### src/rtl/return_address_stack.sv
// Call/return address stack: circular storage with saturating occupancy,
// sticky overflow/underflow flags and a pipeline-hold qualifier.
module return_address_stack #(
  parameter int unsigned DEPTH = 8,
  parameter int unsigned AW    = 12,
  parameter int unsigned CW    = 4
) (
  input  logic          clock,
  input  logic          init_signal_n,
  input  logic          push,
  input  logic          pop,
  input  logic [AW-1:0] push_addr,
  input  logic          hold,
  input  logic          err_clear,
  output logic [AW-1:0] top_addr,
  output logic          top_valid,
  output logic [CW-1:0] count,
  output logic          full,
  output logic          empty,
  output logic          overflow_err,
  output logic          underflow_err
);

  localparam int unsigned PW = $clog2(DEPTH);

  logic [AW-1:0] r_mem [DEPTH];
  logic [PW-1:0] r_wr_ptr;
  logic [CW-1:0] r_count;
  logic          r_ovf;
  logic          r_udf;

  logic          w_push;
  logic          w_pop;
  logic          w_empty;
  logic          w_full;
  logic [PW-1:0] w_top_ptr;
  logic          w_wr_en;
  logic [PW-1:0] w_wr_idx;
  logic [PW-1:0] w_ptr_nxt;
  logic [CW-1:0] w_count_nxt;
  logic          w_set_ovf;
  logic          w_set_udf;

  assign w_push    = push & ~hold;
  assign w_pop     = pop & ~hold;
  assign w_empty   = (r_count == '0);
  assign w_full    = (r_count == CW'(DEPTH));
  assign w_top_ptr = r_wr_ptr - PW'(1);

  // Zero-latency top so the PC mux can capture it on the pop edge
  assign top_addr      = w_empty ? '0 : r_mem[w_top_ptr];
  assign top_valid     = ~w_empty;
  assign count         = r_count;
  assign full          = w_full;
  assign empty         = w_empty;
  assign overflow_err  = r_ovf;
  assign underflow_err = r_udf;

  // Next-state decode for pointer, occupancy, storage write and error events
  always_comb begin
    w_wr_en     = 1'b0;
    w_wr_idx    = r_wr_ptr;
    w_ptr_nxt   = r_wr_ptr;
    w_count_nxt = r_count;
    w_set_ovf   = 1'b0;
    w_set_udf   = 1'b0;
    if (w_push && w_pop) begin
      w_wr_en = 1'b1;
      if (w_empty) begin
        w_ptr_nxt   = r_wr_ptr + PW'(1);
        w_count_nxt = r_count + CW'(1);
        w_set_udf   = 1'b1;
      end else begin
        // Return followed by call: replace the consumed top in place
        w_wr_idx = w_top_ptr;
      end
    end else if (w_push) begin
      w_wr_en   = 1'b1;
      w_ptr_nxt = r_wr_ptr + PW'(1);
      if (w_full) begin
        w_set_ovf = 1'b1;
      end else begin
        w_count_nxt = r_count + CW'(1);
      end
    end else if (w_pop) begin
      if (w_empty) begin
        w_set_udf = 1'b1;
      end else begin
        w_ptr_nxt   = w_top_ptr;
        w_count_nxt = r_count - CW'(1);
      end
    end
  end

  // Control state; storage contents are deliberately left out of reset
  always_ff @(posedge clock or negedge init_signal_n) begin
    if (!init_signal_n) begin
      r_wr_ptr <= '0;
      r_count  <= '0;
      r_ovf    <= 1'b0;
      r_udf    <= 1'b0;
    end else begin
      r_wr_ptr <= w_ptr_nxt;
      r_count  <= w_count_nxt;
      if (w_set_ovf)      r_ovf <= 1'b1;
      else if (err_clear) r_ovf <= 1'b0;
      if (w_set_udf)      r_udf <= 1'b1;
      else if (err_clear) r_udf <= 1'b0;
    end
  end

  always_ff @(posedge clock) begin
    if (w_wr_en) r_mem[w_wr_idx] <= push_addr;
  end

endmodule

### config.mk
export PLATFORM = sky130hd
export DESIGN_NAME = return_address_stack
export DESIGN_NICKNAME = d
export VERILOG_FILES = /design/src/rtl/return_address_stack.sv
export SDC_FILE = /design/constraint.sdc
export NUM_CORES = 1
export LEC_CHECK = 0
export ABC_AREA = 1
export BUFFER_PORTS_ARGS = -buffer_cell sky130_fd_sc_hd__buf_2
export CELL_PAD_IN_SITES_DETAIL_PLACEMENT = 1
export CELL_PAD_IN_SITES_GLOBAL_PLACEMENT = 1
export CORE_MARGIN = 4
export CORE_UTILIZATION = 46
export CTS_CLUSTER_SIZE = 8
export DETAILED_ROUTE_END_ITERATION = 10
export PLACE_DENSITY_LB_ADDON = 0.2
export SYNTH_ARGS = -nofsm -noshare
export SYNTH_HDL_FRONTEND = slang
export SYNTH_SLANG_ARGS = --single-unit
### constraint.sdc
create_clock -name clock -period 2.85 [get_ports clock]
set_input_delay 0 -clock clock [delete_from_list [all_inputs] [get_ports clock]]
set_output_delay 0 -clock clock [all_outputs]
set_load 0.02 [all_outputs]
# Word-level counts from Yosys, hierarchy flattened
# Memories as Yosys holds them, arrays and structs flattened.
# Index checks and enable logic that the tools add are counted.
# totals
input_bits,18
output_inout_bits,21
ff_bits,9
memories,1
ram_bits,96
wordCells,51
# mem_list
memory,depth,word_bits,read_ports,rd_clocked_by_memory_dff,wr,line,text
r_mem,8,12,1,0,1,26,logic [AW-1:0] r_mem [DEPTH];
# classes
reduce_logical,7
n_bitwise,4
muxes,27
n_eq_ne,4
add_sub_neg,4
# ops
operator,n
$mux 4,6
$mux 3,6
$mux 1,14
$mux 12,1
$ne 3x2->1 const B,2
$add 4x1->4 const B,1
$eq 4x4->1 const B,1
$logic_not 4->1,1
$reduce_and 4->1,1
$reduce_bool 2->1,2
$sub 4x1->4 const B,1
$add 3x1->3 const B,1
$reduce_bool 3->1,1
$sub 3x1->3 const B,1
$and 1x1->1,2
$ne 2x2->1 const B,1
$not 1->1,2
$reduce_and 2->1,1
$logic_and 1x1->1,1

# Logic depth before layout (Yosys ltp)
# Gate-level depths: netlist of the first run.
# depth
ltp_word,6
depth_mapped,11
ltp_nobuf,10

# Least setup slack after synthesis of the first run
# No wires, ideal clock.
# synth_path
path_kind,reg-to-reg
from,register r_wr_ptr[0]
to,"memory r_mem[2][0], enable pin"
required_time_ns,2.470
setup_ns,0.380
setup_slack_ns,0.231
stages_incl_launch_ff,11
arrival_ns,2.239
cell_sequence,dfrtp_1 inv_1 clkbuf_1 ha_1 buf_4 inv_2 buf_2 nand3_2 nand2_1 nand2_1 nor2_1
# synth_via
elab_chain_len,3
# synth_rtl
item,line,text
start: declaration,27,logic [PW-1:0] r_wr_ptr;
start signal: assignment,103,r_wr_ptr <= w_ptr_nxt;
$sub 3x1->3,48,assign w_top_ptr = r_wr_ptr - PW'(1);
$mux 3,-,
$mux 3 *,67,if (w_push && w_pop) begin
end: declaration,26,
# Every way passes the cells marked *; elsewhere a longest branch is shown, timed or not.

# Worst setup path after layout of the first run
# layout_path
from,register r_count[0] (netlist: count[0])
to,"memory r_mem[3][0], enable pin"
# layout_via
elab_chain_len,3
# layout_rtl
item,line,text
start: declaration,28,logic [CW-1:0] r_count;
start signal: assignment,104,r_count <= w_count_nxt;
$logic_not 4->1,46,assign w_empty = (r_count == '0);
$mux 3,-,
$mux 3,67,
# Every way passes these cells.

==> impl_metrics.env, run 1 <==
export IMPL_outcome="finished clean"
export IMPL_cts_buffers=9
export IMPL_critPathBufInv=2
export IMPL_synth_compound_area_share_pct=2.89
export IMPL_dpl_instance_area_um2=5230
export IMPL_fmax_mhz=420
export IMPL_dp_cells=675
export IMPL_cts_tree="built"
export IMPL_rsz0062_at_grt="false"
export IMPL_yosys_register_bits=105
export IMPL_critPathMostFrequentCell="nand2_1"
export IMPL_cp_cell_sequence="inv_1 > ha_1 > nand2_4 > nand2_4 > nand2_1 > nand2_1 > nand2_1 > nor2_1 > buf_4"
export IMPL_globalplace_congestion=0.846
export IMPL_drt_iter0_markers=230
export IMPL_worst_pin_slew_ns=0.746
export IMPL_ctsRootBufferMaster="clkbuf_8"
export IMPL_design_portCount=39
export IMPL_hold_class="input port to async pin"
export IMPL_yosys_warnings=0
export IMPL_setup_violations=0
export IMPL_path_clk_slew_ns=0.10
export IMPL_cp_top_family="simple AND/OR/NAND/NOR gates"
export IMPL_grt_pass1_wl_um=20100
export IMPL_fin_skew_ns=0.0152
export IMPL_port_buffers=38
export IMPL_syn_area_um2=4880
export IMPL_grt_pass1_vias=3840
export IMPL_via_per_inst=5.04
export IMPL_initial_core_util_pct=47.3
export IMPL_crit_type="flop to flop"
export IMPL_worstPathRequired_ns=2.94
export IMPL_detail_route_antenna_nets=0
export IMPL_cts_sinks=105
export IMPL_critical_path_max_fanout=23
export IMPL_timing_rr_end="r_mem[3][0]"
export IMPL_post_cts_resized=0
export IMPL_final_nets=586
export IMPL_drc=0
export IMPL_ir_drop_v=0.000466
export IMPL_tns_ns=0
export IMPL_area_growth_pct=14.6
export IMPL_reg2reg_slack_ns=0.47
export IMPL_p_leak_nw=2.39
export IMPL_power_density_nw_per_um2=1120
export IMPL_grt_overflow=0
export IMPL_cts_htree_levels=3
export IMPL_grtUsageTotal_pct=20.9
export IMPL_critPathCaptureType="flop"
export IMPL_finalInstanceArea_um2=5600
export IMPL_hpwl_um=8310
export IMPL_antenna_found_initial=0
export IMPL_synth_cells=505
export IMPL_clock_path_buffers=2
export IMPL_arrival_ns=2.47
export IMPL_seq_area_frac_synth_pct=63.6
export IMPL_layout_drive_gt1_share_pct=16.2
export IMPL_final_core_util_pct=54.2
export IMPL_min_period_ns=2.38
export IMPL_drv_cap=0
export IMPL_r2r_start="count[0]"
export IMPL_hold_viol=0
export IMPL_grt_max_degree=76
export IMPL_slew_viol_final=0
export IMPL_clk_latency_ns=0.37
export IMPL_fin_cells=705
export IMPL_fp_dieW_um=111
export IMPL_max_stage_delay_ns=0.45
export IMPL_firstDrtPassIters=4
export IMPL_worstRegToRegCells=9
export IMPL_antennaDiodeCount=0
export IMPL_start_kind="flop"
export IMPL_cts_hold_buf=14
export IMPL_synth_cell_types=26
export IMPL_cts_repair_timing_setup_buffer_count=0
export IMPL_yosys_area_share_adder_pct=1.02
export IMPL_routed_via_count=3556
export IMPL_synthSimpleGateAreaFrac_pct=26.0
export IMPL_fin_crit_sh_pct=83.5
export IMPL_die_area_um2=12300
export IMPL_fillerInstances=1174
export IMPL_synth_fp_nets=527
export IMPL_synthMuxAreaShare_pct=0
export IMPL_coreArea_um2=10300
export IMPL_synth_xor_area_share_pct=0.717
export IMPL_num_rows=37
export IMPL_relSlewSlack_pct=50.3
export IMPL_routedWlPerCell_um=17.4
export IMPL_wirelength_um=12300
export IMPL_die_h_um=111
export IMPL_cpMaxStageDelayCell="dfrtp_1"
export IMPL_synth_top_family_by_area="simple AND/OR/NAND/NOR gates"
export IMPL_synth_avg_cell_area_um2=9.67
per-stage QoR:
stage / power (W) / hold slack, ns / setup slack [ns]
after floorplan: 0.00437 / -0.296 / 0.231
final: 0.00628 / 0.0176 / 0.472
after detailed placement: 0.00528 / -0.116 / 0.516
after global placement: 0.00520 / -0.119 / 0.651
after global routing: 0.00680 / 0.0201 / 0.268
after CTS: 0.00633 / 0.00806 / 0.482
final cells by class:
| type | count | area [um2] | share of cell area [%] |
|---|---|---|---|
| inverters | 39 | 146 | 2.62 |
| well taps | 136 | 170 | 3.04 |
| repair buffers | 68 | 450 | 8.05 |
| flip-flops and latches | 105 | 3110 | 55.5 |
| clock buffers | 10 | 128 | 2.28 |
| multi-input cells | 341 | 1500 | 26.7 |
| clock inverters | 6 | 97.6 | 1.74 |
registers in the layout, indices dropped and copies added, names as in the netlist:
register       cells
r_mem             96
overflow_err       1
underflow_err      1
r_wr_ptr           3
count              4
worst reg2reg max path, stage by stage (launching register included):
cell,delay [ns]
dfrtp_1,0.45
inv_1,0.14
ha_1,0.32
nand2_4,0.25
nand2_4,0.19
nand2_1,0.09
nand2_1,0.11
nand2_1,0.11
nor2_1,0.25
buf_4,0.21
cell families after synthesis:
logic type | Yosys count
xor gates and xnor gates | 4
adders and majority gates | 4
buffers and inverters | 59
and+or+nand+nor | 305
DFF | 105
AOI/OAI and AO/OA | 28
layer usage:
metal / global-route usage [%] / share of wire [%] / vias up
met3: 3.66 / 3.9 / 13
met2: 35.4 / 50 / 57
met4: 6.16 / 1.1 / 0
li1: - / - / 1744
met5: 0 / 0 / -
met1: 27.8 / 45 / 1742
synth_stat cells (all sizes together):
library cell,n,share of area (%)
inv,39,3.0
nand3,28,3.3
xor2,3,0.54
clkbuf,3,0.23
ha,4,1.0
nand2,138,11
o21ai,27,2.8
o22ai,1,0.13
nand3b,1,0.15
xnor2,1,0.18
dfrtp,9,4.6
nand4,1,0.13
edfxtp,96,59
nor2,137,11
buf,17,2.5
cells in the final DEF (no fill, tap or decap), drive strengths merged:
master,synthesis,routed
nand3,28,28
bufinv,0,2
dfrtp,9,9
nand2,138,138
nand4,1,1
edfxtp,96,96
nand3b,1,1
inv,39,42
o21ai,27,27
clkbuf,3,10
buf,17,54
xor2,3,3
nor2,137,137
clkinv,0,1
o22ai,1,1
dlygate4sd3,0,14
xnor2,1,1
ha,4,4
power breakdown:
part / internal, W / switching, W
registers: 0.00184 / 0.000110
logic: 0.00101 / 0.00229
clock network: 0.000510 / 0.000522
total: 0.00336 / 0.00292
worst max path at each step:
stage,depth (start not counted),from,endpoint,slack [ns]
3_5_place_dp,9,count[0],r_mem[3][0],0.52
3_3_place_gp,9,count[0],r_mem[3][3],0.65
5_1_grt,9,count[0],r_mem[3][5],0.27
4_1_cts,9,count[0],r_mem[3][0],0.48
2_1_floorplan,10,r_wr_ptr[0],r_mem[2][0],0.23
6_report,9,count[0],r_mem[3][0],0.47
(Power assumes the default switching activity.)
==> run 2, diff against run 1 <==
Clock period 2.85 ns to 2.4 ns, I/O delays scaled along.
==> impl_metrics.env, run 2 (same netlist as run 1, synthesis figures left out) <==
export IMPL_path_clk_slew_ns=0.10
export IMPL_reg2reg_slack_ns=0.22
export IMPL_grt_overflow=0
export IMPL_critPathCaptureType="output port"
export IMPL_crit_type="flop to output port"
export IMPL_drv_cap=0
export IMPL_fp_dieW_um=111
export IMPL_design_portCount=39
export IMPL_globalplace_congestion=0.767
export IMPL_area_growth_pct=15.1
export IMPL_clk_latency_ns=0.38
export IMPL_critical_path_max_fanout=25
export IMPL_max_stage_delay_ns=0.42
export IMPL_layout_drive_gt1_share_pct=17.6
export IMPL_detail_route_antenna_nets=0
export IMPL_cts_buffers=9
export IMPL_clock_path_buffers=2
export IMPL_setup_violations=0
export IMPL_largest_reg_flops=96
export IMPL_antennaDiodeCount=0
export IMPL_start_kind="flop"
export IMPL_final_common_cell="nand2_1"
export IMPL_cpMaxStageDelayCell="dfrtp_2"
export IMPL_arrival_ns=2.25
export IMPL_fin_skew_ns=0.00998
export IMPL_num_rows=37
export IMPL_rsz0062_at_grt="false"
export IMPL_fmax_mhz=444
export IMPL_top_register="r_mem"
export IMPL_final_nets=591
export IMPL_grt_pass1_vias=3931
export IMPL_min_period_ns=2.25
export IMPL_slew_viol_final=0
export IMPL_routedWlPerCell_um=18.8
export IMPL_die_area_um2=12300
export IMPL_ctsRootBufferMaster="clkbuf_8"
export IMPL_grt_busiest_layer="met2"
export IMPL_grt_pass1_wl_um=21100
export IMPL_finalInstanceArea_um2=5620
export IMPL_drc=0
export IMPL_timing_rr_end="r_mem[5][9]"
export IMPL_multi_input_area_um2=1510
export IMPL_port_buffers=38
export IMPL_power_density_nw_per_um2=1350
export IMPL_grtUsageTotal_pct=22.2
export IMPL_via_per_inst=5.12
export IMPL_coreArea_um2=10300
export IMPL_r2r_start="count[0]"
export IMPL_antenna_found_initial=0
export IMPL_routed_via_count=3630
export IMPL_relSlewSlack_pct=66.7
export IMPL_worstPathRequired_ns=2.40
export IMPL_p_leak_nw=2.40
export IMPL_worst_pin_slew_ns=0.499
export IMPL_dpl_instance_area_um2=5260
export IMPL_met2_usage_pct=39.7
export IMPL_hold_class="input port to async pin"
export IMPL_drt_iter0_markers=246
export IMPL_worstRegToRegCells=9
export IMPL_use_met1_pct=27.2
export IMPL_grt_max_degree=48
export IMPL_use_met3_pct=5.62
export IMPL_wirelength_um=13300
export IMPL_hpwl_um=9000
export IMPL_cp_cell_sequence="inv_1 > ha_1 > buf_4 > nor2_1 > nand2_1 > nand3_1 > nand2_1 > nor2_1 > buf_2"
export IMPL_seqCellArea_um2=3110
export IMPL_cts_tree="built"
export IMPL_fin_cells=709
export IMPL_mostFrequentLayoutCells="130 x nand2_1, 128 x nor2_1, 96 x edfxtp_1"
export IMPL_dp_cells=677
export IMPL_cts_sinks=105
export IMPL_outcome="finished clean"
export IMPL_hold_viol=0
export IMPL_fillerInstances=1180
export IMPL_ir_drop_v=0.000768
export IMPL_cts_htree_levels=3
export IMPL_initial_core_util_pct=47.3
export IMPL_die_h_um=111
export IMPL_fin_crit_sh_pct=93.8
export IMPL_firstDrtPassIters=4
==> run 2: cell types whose count changed in the layout (fill, tap and decap cells not counted) <==
cell,previous run,this run
dfrtp_1,8,7
dfrtp_2,1,2
inv_2,6,5
clkinv_2,0,1
dlygate4sd3_1,14,15
inv_4,0,1
nor2_1,133,128
nor2_2,1,6
clkinv_4,1,0
bufinv_16,2,1
buf_4,16,20
==> run 2: final cells by class <==
cell class	count	share of cell area, %
Clock buffer	10	2.27
Inverter	39	2.65
Timing Repair Buffer	73	8.73
Sequential cell	105	55.3
Multi-Input combinational cell	341	26.8
Tap cell	136	3.03
Clock inverter	5	1.14
==> run 2: stage by stage <==
| stage | setup WS (ns) | hold WS [ns] | total power, W | util (%) | TNS (ns) |
|---|---|---|---|---|---|
| 2_1_floorplan | -0.0397 | -0.296 | 0.00519 | - | -1.91 |
| 3_3_place_gp | 0.331 | -0.126 | 0.00626 | 50.9 | 0 |
| 3_5_place_dp | 0.215 | -0.127 | 0.00645 | 50.9 | 0 |
| 4_1_cts | 0.0556 | 0.00623 | 0.00762 | 54.3 | 0 |
| 5_1_grt | 0.0122 | 0.0108 | 0.00818 | 54.4 | 0 |
| 6_report | 0.150 | 0.00453 | 0.00759 | 54.4 | 0 |
==> run 2: power by group <==
part / internal (W) / leakage, nW / switching [W] / total (W)
clock network: 0.000491 / 0.0990 / 0.000627 / 0.00112
logic: 0.00128 / 1.32 / 0.00287 / 0.00415
registers: 0.00218 / 0.979 / 0.000133 / 0.00232
==> run 2: per-layer routing <==
metal | vias up | routed length [um]
met4 | 0 | 166
met2 | 79 | 7110
met1 | 1790 | 5300
met3 | 12 | 741
li1 | 1749 | -
met5 | - | 0
==> run 2: worst max-delay path by stage <==
stage	start	endpoint	slack [ns]	cells past startpoint
final	r_wr_ptr[1]	top_addr[8]	0.15	9
after detailed placement	count[0]	r_mem[5][9]	0.22	9
after global routing	r_wr_ptr[1]	top_addr[5]	0.01	10
after global placement	count[0]	r_mem[1][10]	0.33	9
after floorplan	r_wr_ptr[0]	r_mem[2][0]	-0.04	10
after CTS	r_wr_ptr[1]	top_addr[5]	0.06	10
==> run 2: what timing repair did <==
action / CTS / global route
pin swaps: 0 / 0
buffers inserted: 0 / 2
gates resized for setup: 1 / 2
endpoints found under the setup margin: 1 / 8
endpoints found under the hold margin: 107 / 0
hold buffers: 15 / 0
==> run 2: worst max-delay path, delay by kind of cell (launching register included) <==
kind	cells	cell delay, ns
simple gates	5	0.57
buf+inv	3	0.54
flops	1	0.42
fa+ha+maj	1	0.33
